[config.mk]
export PLATFORM = sky130hd
export DESIGN_NAME = alu_issue_ctrl
export DESIGN_NICKNAME = d
export VERILOG_FILES = /design/src/rtl/alu_issue_ctrl.sv
export SDC_FILE = /design/constraint.sdc
export NUM_CORES = 1
export LEC_CHECK = 0
export CAP_MARGIN = 20
export CORE_MARGIN = 8
export CORE_UTILIZATION = 43
export DETAILED_ROUTE_END_ITERATION = 8
export PLACE_DENSITY = 0.95
export RECOVER_POWER = 100
export SLEW_MARGIN = 20
export SYNTH_ARGS = -nofsm -noshare
export SYNTH_HDL_FRONTEND = slang
export SYNTH_SLANG_ARGS = --single-unit
[constraint.sdc]
create_clock -name clk -period 3.3 [get_ports clk]
set_clock_uncertainty 0.15 [all_clocks]
set_input_delay 0.33 -clock clk [delete_from_list [all_inputs] [get_ports clk]]
set_output_delay 0.33 -clock clk [all_outputs]
set_load 0.005 [all_outputs]
[src/rtl/alu_issue_ctrl.sv]
// Sequential issue front end for the combinational ALU: takes one request per handshake, sequences
// operands then opcode, waits the settle time, captures z_hi/z_lo. Optional z_zero flag: ALU_ISSUE_ZFLAG_EN.
module alu_issue_ctrl #(
   parameter int unsigned MULDIV_CYCLES = 32,
   parameter int unsigned SIMPLE_CYCLES = 1
) (
   input  logic        clk,
   input  logic        clr,
   input  logic        req_valid,
   output logic        req_ready,
   input  logic [3:0]  req_ctl,
   input  logic [31:0] req_a,
   input  logic [31:0] req_b,
   output logic [31:0] alu_a,
   output logic [31:0] alu_b,
   output logic [3:0]  alu_ctl,
   input  logic [63:0] alu_c,
   output logic [31:0] z_hi,
   output logic [31:0] z_lo,
`ifdef ALU_ISSUE_ZFLAG_EN
   output logic        z_zero,
`endif
   output logic        done,
   output logic        busy,
   output logic        err
);

   typedef enum logic [1:0] {
      IDLE  = 2'd0,
      ISSUE = 2'd1,
      WAIT  = 2'd2,
      ERR   = 2'd3
   } state_t;

   localparam logic [3:0] OP_MUL = 4'd3;
   localparam logic [3:0] OP_DIV = 4'd4;
   localparam logic [3:0] OP_MAX = 4'd12;

   localparam logic [7:0] MULDIV_LOAD = 8'(MULDIV_CYCLES - 1);
   localparam logic [7:0] SIMPLE_LOAD = 8'(SIMPLE_CYCLES - 1);

   state_t     state;
   state_t     state_next;
   logic [3:0] op_q;
   logic [7:0] cnt;

   logic       accept;
   logic       op_legal;
   logic       capture;
   logic [7:0] cnt_load;

   assign req_ready = (state == IDLE);
   assign busy      = (state == ISSUE) || (state == WAIT);

   // NOTE: every signal written here gets a default first, so no path leaves it unassigned and no latch is inferred.
   always_comb begin
      state_next = state;
      accept     = 1'b0;
      capture    = 1'b0;
      op_legal   = (req_ctl != 4'd0) && (req_ctl <= OP_MAX);
      cnt_load   = ((op_q == OP_MUL) || (op_q == OP_DIV)) ? MULDIV_LOAD : SIMPLE_LOAD;
      case (state)
         IDLE: begin
            if (req_valid) begin
               accept     = 1'b1;
               state_next = op_legal ? ISSUE : ERR;
            end
         end
         ISSUE: state_next = WAIT;
         WAIT: begin
            if (cnt == 8'd0) begin
               capture    = 1'b1;
               state_next = IDLE;
            end
         end
         ERR:     state_next = IDLE;
         default: state_next = IDLE;
      endcase
   end

   always_ff @(posedge clk) begin
      if (clr) begin
         state <= IDLE;
      end else begin
         state <= state_next;
      end
   end

   // NOTE: sequential state uses non-blocking assignments so every register samples pre-edge values.
   always_ff @(posedge clk) begin
      if (clr) begin
         alu_a   <= '0;
         alu_b   <= '0;
         alu_ctl <= '0;
         op_q    <= '0;
         cnt     <= '0;
         z_hi    <= '0;
         z_lo    <= '0;
         done    <= 1'b0;
         err     <= 1'b0;
      end else begin
         done <= capture || (state == ERR);
         err  <= (state == ERR);

         if (accept && op_legal) begin
            alu_a <= req_a;
            alu_b <= req_b;
            op_q  <= req_ctl;
         end

         // Opcode lands one edge after the operands so the ALU sees stable inputs on the ctl transition.
         if (state == ISSUE) begin
            alu_ctl <= op_q;
            cnt     <= cnt_load;
         end else if (state == WAIT) begin
            if (capture) begin
               z_hi    <= alu_c[63:32];
               z_lo    <= alu_c[31:0];
               alu_ctl <= '0;
            end else begin
               cnt <= cnt - 8'd1;
            end
         end
      end
   end

`ifdef ALU_ISSUE_ZFLAG_EN
   always_ff @(posedge clk) begin
      if (clr) begin
         z_zero <= 1'b0;
      end else if (capture) begin
         z_zero <= (alu_c == 64'h0);
      end
   end
`endif

endmodule

# --- Yosys cells after proc, flatten, opt, wreduce, memory -nomap -nowiden ---
# Cells that the tools add are included.
op_classes:
  addsub: 1
  n_reduce_logical: 14
  n_bitwise: 1
  n_eq_ne: 8
  magnitude_cmp: 1
  muxes: 15
ops:
  columns: ["cell", "count"]
  rows:
  - ["8-bit 2-to-1 mux", 3]
  - ["4-bit 2-to-1 mux", 3]
  - ["8-bit logical NOT", 1]
  - ["2-bit case mux with 4 select lines", 1]
  - ["8-bit by 1-bit subtractor with 8-bit output, second input constant", 1]
  - ["2-bit 2-to-1 mux", 3]
  - ["2-bit AND reduction", 3]
  - ["5-bit 2-to-1 mux", 1]
  - ["2-bit == test, second input constant", 2]
  - ["4-bit by 2-bit == test with 1-bit output, second input constant", 1]
  - ["4-bit by 3-bit == test with 1-bit output, second input constant", 1]
  - ["4-bit less-or-equal comparator, second input constant", 1]
  - ["1-bit 2-to-1 mux", 4]
  - ["2-bit by 1-bit inequality test with 1-bit output, second input constant", 2]
  - ["2-bit nonzero test", 2]
  - ["4-bit nonzero test", 1]
  - ["1-bit logical OR", 3]
  - ["3-bit AND reduction", 1]
  - ["2-bit by 1-bit == test with 1-bit output, second input constant", 1]
  - ["1-bit logical AND", 2]
  - ["2-bit logical NOT", 1]
  - ["2-bit inequality test, second input constant", 1]
  - ["1-bit inverter", 1]
word_totals:
  inputBits: 135
  reg_bits: 148
  word_cells: 50
  out_inout_bits: 136

# --- Logic depth before layout (Yosys ltp) ---
# Gate-level depths: netlist (run 1).
logic_depth:
  word_depth: 6
  ltp_mapped: 9
  mapped_depth_nobuf: 6

# --- Worst setup path after synthesis (run 1) ---
# Ideal clock, no wire load.
synth_path:
  kind: "flip-flop to flip-flop"
  start: "reg state[0]"
  end: "reg cnt[5]"
  synth_period_minus_slack_ps: 1875
  path_stages_with_launch: 7
  arrival_time_ps: 1655
  n_path_buf: 0
  required_time_ps: 3080
  setup_ps: 70
  setup_slack_ps: 1425
  cell_sequence: "dfxtp_1 inv_1 ha_1 inv_1 a41o_1 or4_1 a21oi_1"
synth_via:
  elab_chain_len: 4
  word_cells_on_any_way: 7
  cone_classes: "eq/ne: 3; mux: 2; reduce/logical: 2"
synth_lines:
  columns: ["element", "line_no", "text"]
  rows:
  - ["from (decl)", "42", "state_t state;"]
  - ["from (signal assigned)", "85", "state <= state_next;"]
  - ["2-bit == test", "62, 115", null]
  - ["1-bit 2-to-1 mux", "62", "case (state)"]
  - ["2-bit by 1-bit inequality test with 1-bit output (no source line)", null, null]
  - ["2-bit AND reduction (no source line)", null, null]
  - ["to (signal assigned)", "114", "cnt <= cnt_load;"]
  - ["to (signal assigned)", "121", "cnt <= cnt - 8'd1;"]
  - ["to (decl)", "45", "logic [7:0] cnt;"]
# Parallel ways exist; a longest one is shown, timed or not.
# A chain may end at the register's enable or synchronous reset.

# --- Worst setup path in the final report (run 1) ---
layout_path:
  start: "in clr"
  end: "reg alu_b[15]"
layout_rtl:
  columns: ["element", "line_no", "text"]
  rows:
  - ["from (decl)", "8", "input logic clr,"]
  - ["to (signal assigned)", "107", "alu_b <= req_b;"]
  - ["to (decl)", "15", "output logic [31:0] alu_b,"]
# No word-level cell between the ends.

==> flow_metrics.tcl, run 1 <==
set metrics [dict create \
    io_buffers 270 \
    reg2reg_depth 7 \
    firstDrtPassIters 5 \
    syn-num-nets 812 \
    crit_required_ps 3310 \
    synth_edf_count 0 \
    clock-root-buffer "clkbuf_16" \
    cp_max_fo 48 \
    syn2layout_area_growth_pct 63.3 \
    antenna_found_initial 0 \
    gp_congestion 0.806 \
    cts_resized 0 \
    syn_area_mm2 0.00541 \
    relSlewSlack -0.460 \
    power.total_mw 6.09 \
    ios 271 \
    h-tree-depth 4 \
    fin_crit_ps 2650 \
    r2r-end "z_lo[1]$_SDFFE_PP0P_" \
    grt_overflow 0 \
    synth_top_cells_by_area "dfxtp_1 (55%), nand2_1 (19%), a21oi_1 (13%)" \
    place.detailed.hpwl_mm 13.7 \
    grt_pass1_wl_mm 28.8 \
    nets 1062 \
    ant_nets 0 \
    core_area_mm2 0.0125 \
    crit_type "input pin to flip-flop" \
    first_iter_violations 330 \
    endpoint_kind "flip-flop" \
    dieHeight_um 128 \
    irDropWorstVdd_mv 0.461 \
    max_freq_ghz 0.378 \
    vias 5569 \
    cts_made_buffers 17 \
    p_leak_nw 3.58 \
    fp.dieW_um 128 \
    rows 41 \
    finalHoldViolCount 0 \
    post_cts_buffers 0 \
    setup_viol 0 \
    initial_utilization 0.434 \
    worst_slew_pin_slew_ps 2190 \
    cp_data_arrival_time_ps 2660 \
    synthTopCellsByCount "nand2_1 (268), dfxtp_1 (148), a21oi_1 (137), clkbuf_1 (27), buf_2 (14)" \
    synth_cell_type_count 37 \
    rrSetupSlack_ps 910 \
    vias_per_cell 5.04 \
    tns_ps 0 \
    syn_inst 670 \
    hold_class "flip-flop to flip-flop" \
    drv_slew 49 \
    r2r-start "state[1]$_SDFFE_PP0P_" \
    grt_max_degree 74 \
    ctsHoldBuffers 0 \
    die-area_mm2 0.0164 \
    drc_errors 0 \
    synthFlopType "dfxtp_1" \
    hold_depth 2 \
    drt_wl_total_mm 18.7 \
    synth_area_leader_cell "dfxtp_1" \
    diodes 0 \
    grt_pass1_vias 5800 \
    synthMostInstantiatedCell "nand2_1" \
    yosys_warnings 0 \
    synth_seq_cells 148 \
    min_from "z_lo[20]$_SDFFE_PP0P_" \
    clockBufferDepth 2 \
    path_clk_slew_ps 60 \
    synthArstFlopShare 0 \
    status "complete, but fails checks" \
    cts_sinks 148 \
    p_per_area_mw_per_mm2 690 \
    nFillCells 848 \
    synth.avg_cell_area_um2 8.07 \
    wl_per_cell_um 16.9 \
    violations "capacitance limit, slew limit" \
    grt_use_total 0.224 \
    synth.yosys.seq_area_share 0.548 \
    clk_latency_ps 410 \
    min_period_over_period 0.803 \
    final_layout_size_suffix_gt1_frac 0.0472 \
    synth_top_cell_area_share 0.548 \
    critPathLaunchType "input pin" \
    holdPathEnd "z_lo[20]$_SDFFE_PP0P_" \
    cts_tree "done" \
    rsz0062_at_grt "no" \
    maxCapViolations 1 \
]
-- layout make-up --
type | instances | area [µm²] | area share
clock inverters | 7 | 116 | 0.0132
multi-input cells | 467 | 2190 | 0.248
flip-flops and latches | 148 | 2960 | 0.336
inverters | 8 | 30.0 | 0.00340
clock buffers | 25 | 526 | 0.0595
well taps | 172 | 215 | 0.0244
repair buffers | 278 | 2790 | 0.316
-- logic make-up after synthesis --
kind of cell               after synthesis  synth area share
buffers and inverters                   55            0.0477
muxes                                    2           0.00370
adders and majority gates                7            0.0162
DFF                                    148             0.548
and+or+nand+nor                        297             0.222
AOI/OAI and AO/OA                      161             0.162
-- where the power goes --
group	internal [mW]	switching, mW	total [mW]
combinational	0.850	0.973	1.82
clock	1.33	0.708	2.04
sequential	2.07	0.167	2.23
total	4.25	1.85	6.09
-- worst max-delay path: stages --
cell and delay, ps:
clkbuf_2 450, clkbuf_1 1620, a21oi_1 240
-- per-stage QoR --
step | hold WS (ps) | worst slack, ps | util | instance area (µm²) | std cells
floorplan | 300 | 1420 | - | 5410 | 670
global placement | 290 | 779 | 0.657 | 8190 | 1073
detailed placement | 296 | 600 | 0.657 | 8190 | 1073
CTS | 121 | 933 | 0.709 | 8840 | 1105
global route | 298 | 517 | 0.708 | 8830 | 1105
finish | 298 | 652 | 0.708 | 8830 | 1105
-- layer usage --
layer | up-vias | routed length (µm) | GRT usage
li1 | 2712 | - | -
met3 | 40 | 2350 | 0.122
met4 | 0 | 454 | 0.0986
met1 | 2541 | 6730 | 0.212
met5 | - | 0 | 0
met2 | 276 | 9150 | 0.393
-- worst max path at each step --
stage | endpoint | cells after the start | from | slack (ps)
floorplan | cnt[5]$_SDFFE_PP0P_ | 6 | state[0]$_SDFFE_PP0P_ | 1420
global placement | alu_b[8]$_SDFFE_PP0P_ | 6 | req_ctl[3] | 780
detailed placement | alu_b[3]$_SDFFE_PP0P_ | 6 | req_ctl[3] | 600
CTS | alu_b[15]$_SDFFE_PP0P_ | 6 | req_ctl[3] | 930
global route | alu_b[15]$_SDFFE_PP0P_ | 3 | clr | 520
finish | alu_b[15]$_SDFFE_PP0P_ | 3 | clr | 650
-- flip-flops by register name, summed over array words and instances (netlist names), 2 cells and up --
name and cells:
alu_a 32, alu_b 32, z_hi 32, z_lo 32, cnt 8, alu_ctl 4
op_q 4, state 2
-- layout by cell type (no fill, tap or decap), types with 2 or more instances in the layout --
| cell | count |
|---|---|
| nand2_1 | 268 |
| buf_4 | 4 |
| clkbuf_8 | 7 |
| o41ai_1 | 2 |
| a22o_1 | 4 |
| ha_1 | 7 |
| dlygate4sd3_1 | 137 |
| clkdlybuf4s50_1 | 132 |
| a211oi_1 | 4 |
| o211ai_1 | 2 |
| nand2b_1 | 4 |
| clkbuf_1 | 2 |
| nor2_1 | 8 |
| o31ai_1 | 2 |
| dfxtp_1 | 148 |
| bufinv_16 | 3 |
| inv_1 | 8 |
| o21ai_0 | 2 |
| clkinv_2 | 2 |
| and4_1 | 2 |
| clkbuf_16 | 17 |
| nor3_1 | 2 |
| a21oi_1 | 137 |
| buf_12 | 3 |
| or3b_2 | 2 |
| or4_1 | 3 |
| nand4_1 | 2 |
| mux2i_1 | 2 |
Note: power is estimated with default switching activity, not from simulation.
==> run 2: changes to the inputs <==
--- a/config.mk
+++ b/config.mk
@@ -7,9 +7,9 @@
 export LEC_CHECK = 0
 export CAP_MARGIN = 20
 export CORE_MARGIN = 8
-export CORE_UTILIZATION = 43
+export CORE_UTILIZATION = 36
 export DETAILED_ROUTE_END_ITERATION = 8
-export PLACE_DENSITY = 0.95
+export PLACE_DENSITY = 0.87
 export RECOVER_POWER = 100
 export SLEW_MARGIN = 20
 export SYNTH_ARGS = -nofsm -noshare
==> constraint.sdc (replaced) <==
create_clock -name clk -period 2.2 [get_ports clk]
set_clock_uncertainty 0.15 [all_clocks]
set_input_delay 0.22 -clock clk [delete_from_list [all_inputs] [get_ports clk]]
set_output_delay 0.22 -clock clk [all_outputs]
set_load 0.005 [all_outputs]
==> run 2 against run 1 <==
Compared with the run above: the flow now finishes without violations; routed wire length shrank 3.1%; design area up 0.40%; first-iteration DRC count decreased by 35%; critical path depth is 1 higher; critical endpoint is now busy; largest cell class unchanged.
==> flow_metrics.tcl, run 2 (same netlist as run 1, synthesis figures left out) <==
set metrics [dict create \
    p_sw_mw 2.89 \
    crit_type "flip-flop to primary output" \
    worst_hold_slack_ps 41.5 \
    worst_slack_ps 64.9 \
    antenna_found_initial 0 \
    path_clk_slew_ps 60 \
    pwr-share-comb 0.316 \
    ios 271 \
    gp_congestion 0.770 \
    dp_slack_ps -9.95 \
    initial_utilization 0.371 \
    multi_input_area_mm2 0.00219 \
    p_int_mw 6.15 \
    critPathLaunchType "flip-flop" \
    diodes 0 \
    pwr-share-seq 0.369 \
    status "finished clean" \
    dieHeight_um 139 \
    power.total_mw 9.04 \
    use_met3 0.106 \
    final_common_cell "nand2_1" \
    io_buffers 270 \
    hold_class "input pin to flip-flop" \
    endpoint_kind "primary output" \
    p_sw_frac 0.320 \
    hold_depth 2 \
    drt_wl_total_mm 18.1 \
    relSlewSlack 0.549 \
    crit_required_ps 1830 \
    p_per_area_mw_per_mm2 1020 \
    drc_errors 0 \
    slowest_stage "clkdlybuf4s50_1" \
    maxCapViolations 0 \
    cp_cell_sequence "inv_1, ha_1, buf_4, clkdlybuf4s50_1" \
    firstDrtPassIters 4 \
    cts_tree "done" \
    grt_overflow 0 \
    cp_max_fo 4 \
    grt_pass1_vias 5653 \
    rows 44 \
    pwr-share-clk 0.315 \
    finalHoldViolCount 0 \
    clock-root-buffer "clkbuf_16" \
    cts_sinks 148 \
    clk_latency_ps 410 \
    rsz0062_at_grt "no" \
    tns_ps 0 \
    core_area_mm2 0.0146 \
    seq_area_mm2 0.00297 \
    ant_nets 0 \
    final_cell_mix "nand2_1 (268), dfxtp_1 (146), a21oi_1 (137), dlygate4sd3_1 (135), clkdlybuf4s50_1 (134)" \
    first_iter_violations 215 \
    grt_max_degree 85 \
    final_layout_size_suffix_gt1_frac 0.0564 \
    setup_viol 0 \
    met2_usage 0.303 \
    vias_per_cell 4.88 \
    irDropWorstVdd_mv 0.621 \
    die-area_mm2 0.0192 \
    min_period_over_period 0.970 \
    grt_use_met1 0.199 \
    place.detailed.hpwl_mm 13.2 \
    cp_data_arrival_time_ps 1770 \
    fin_crit_ps 2140 \
    h-tree-depth 4 \
    cts_made_buffers 17 \
    clockBufferDepth 2 \
    drv_slew 0 \
    vias 5482 \
    busiest_layer "met2" \
    nFillCells 1193 \
    fp.dieW_um 139 \
    max_freq_ghz 0.468 \
    p_leak_nw 3.59 \
    reg2reg_depth 7 \
    worst_slew_pin_slew_ps 676 \
    wl_per_cell_um 16.1 \
    critical-path-max-stage-delay_ps 510 \
    syn2layout_area_growth_pct 63.9 \
    nets 1068 \
    grt_pass1_wl_mm 28.9 \
    grt_use_total 0.184 \
]
==> run 2: timing repair <==
action | CTS | global route
setup endpoints to repair | 1 | 2
resized for setup | 2 | 1
gates cloned | 0 | 1
hold buffers | 0 | 0
pin swaps | 0 | 0
buffers inserted | 0 | 1
==> run 2: final cells by class <==
cell class | count | area share
clock buffers | 19 | 0.0488
clock inverters | 13 | 0.0167
inverters | 8 | 0.00339
multi-input cells | 467 | 0.247
flip-flops and latches | 148 | 0.335
well taps | 184 | 0.0260
repair buffers | 284 | 0.324
==> run 2: power by group through the flow <==
stage	Clock (mW)	Combinational [mW]	Sequential, mW
final	2.85	2.85	3.33
after global routing	3.04	3.16	3.39
after CTS	2.92	2.95	3.35
after detailed placement	0	2.91	3.41
after global placement	0	2.85	3.38
after floorplan	0	1.51	3.40
==> run 2: path summary, 6_finish.rpt <==
kind	start	endpoint	slack, ps
worst min register to register	z_hi[6]$_SDFFE_PP0P_	z_hi[6]$_SDFFE_PP0P_	300
worst max register to register	cnt[0]$_SDFFE_PP0P_	z_hi[13]$_SDFFE_PP0P_	170
worst max-delay path	state[0]$_SDFFE_PP0P_	busy	60
worst min-delay path	clr	alu_b[12]$_SDFFE_PP0P_	40
==> run 2: per-stage QoR <==
step | instance area, µm² | utilization | cells
after floorplan | 5410 | - | 670
after global placement | 8260 | 0.566 | 1089
after detailed placement | 8260 | 0.566 | 1089
after CTS | 8850 | 0.606 | 1121
after global routing | 8860 | 0.607 | 1123
final | 8860 | 0.607 | 1123
==> run 2: worst max-delay path: cells and delay by family (launching register included) <==
kind	cells	cell delay (ps)
flip-flops	1	330
adder cells (fa/ha/maj)	1	310
buffers and inverters	3	710
==> run 2: metal layers <==
| layer | vias up | share of wire |
|---|---|---|
| li1 | 2723 | - |
| met5 | - | 0 |
| met2 | 211 | 0.48 |
| met3 | 12 | 0.12 |
| met4 | 0 | 0.0091 |
| met1 | 2536 | 0.39 |
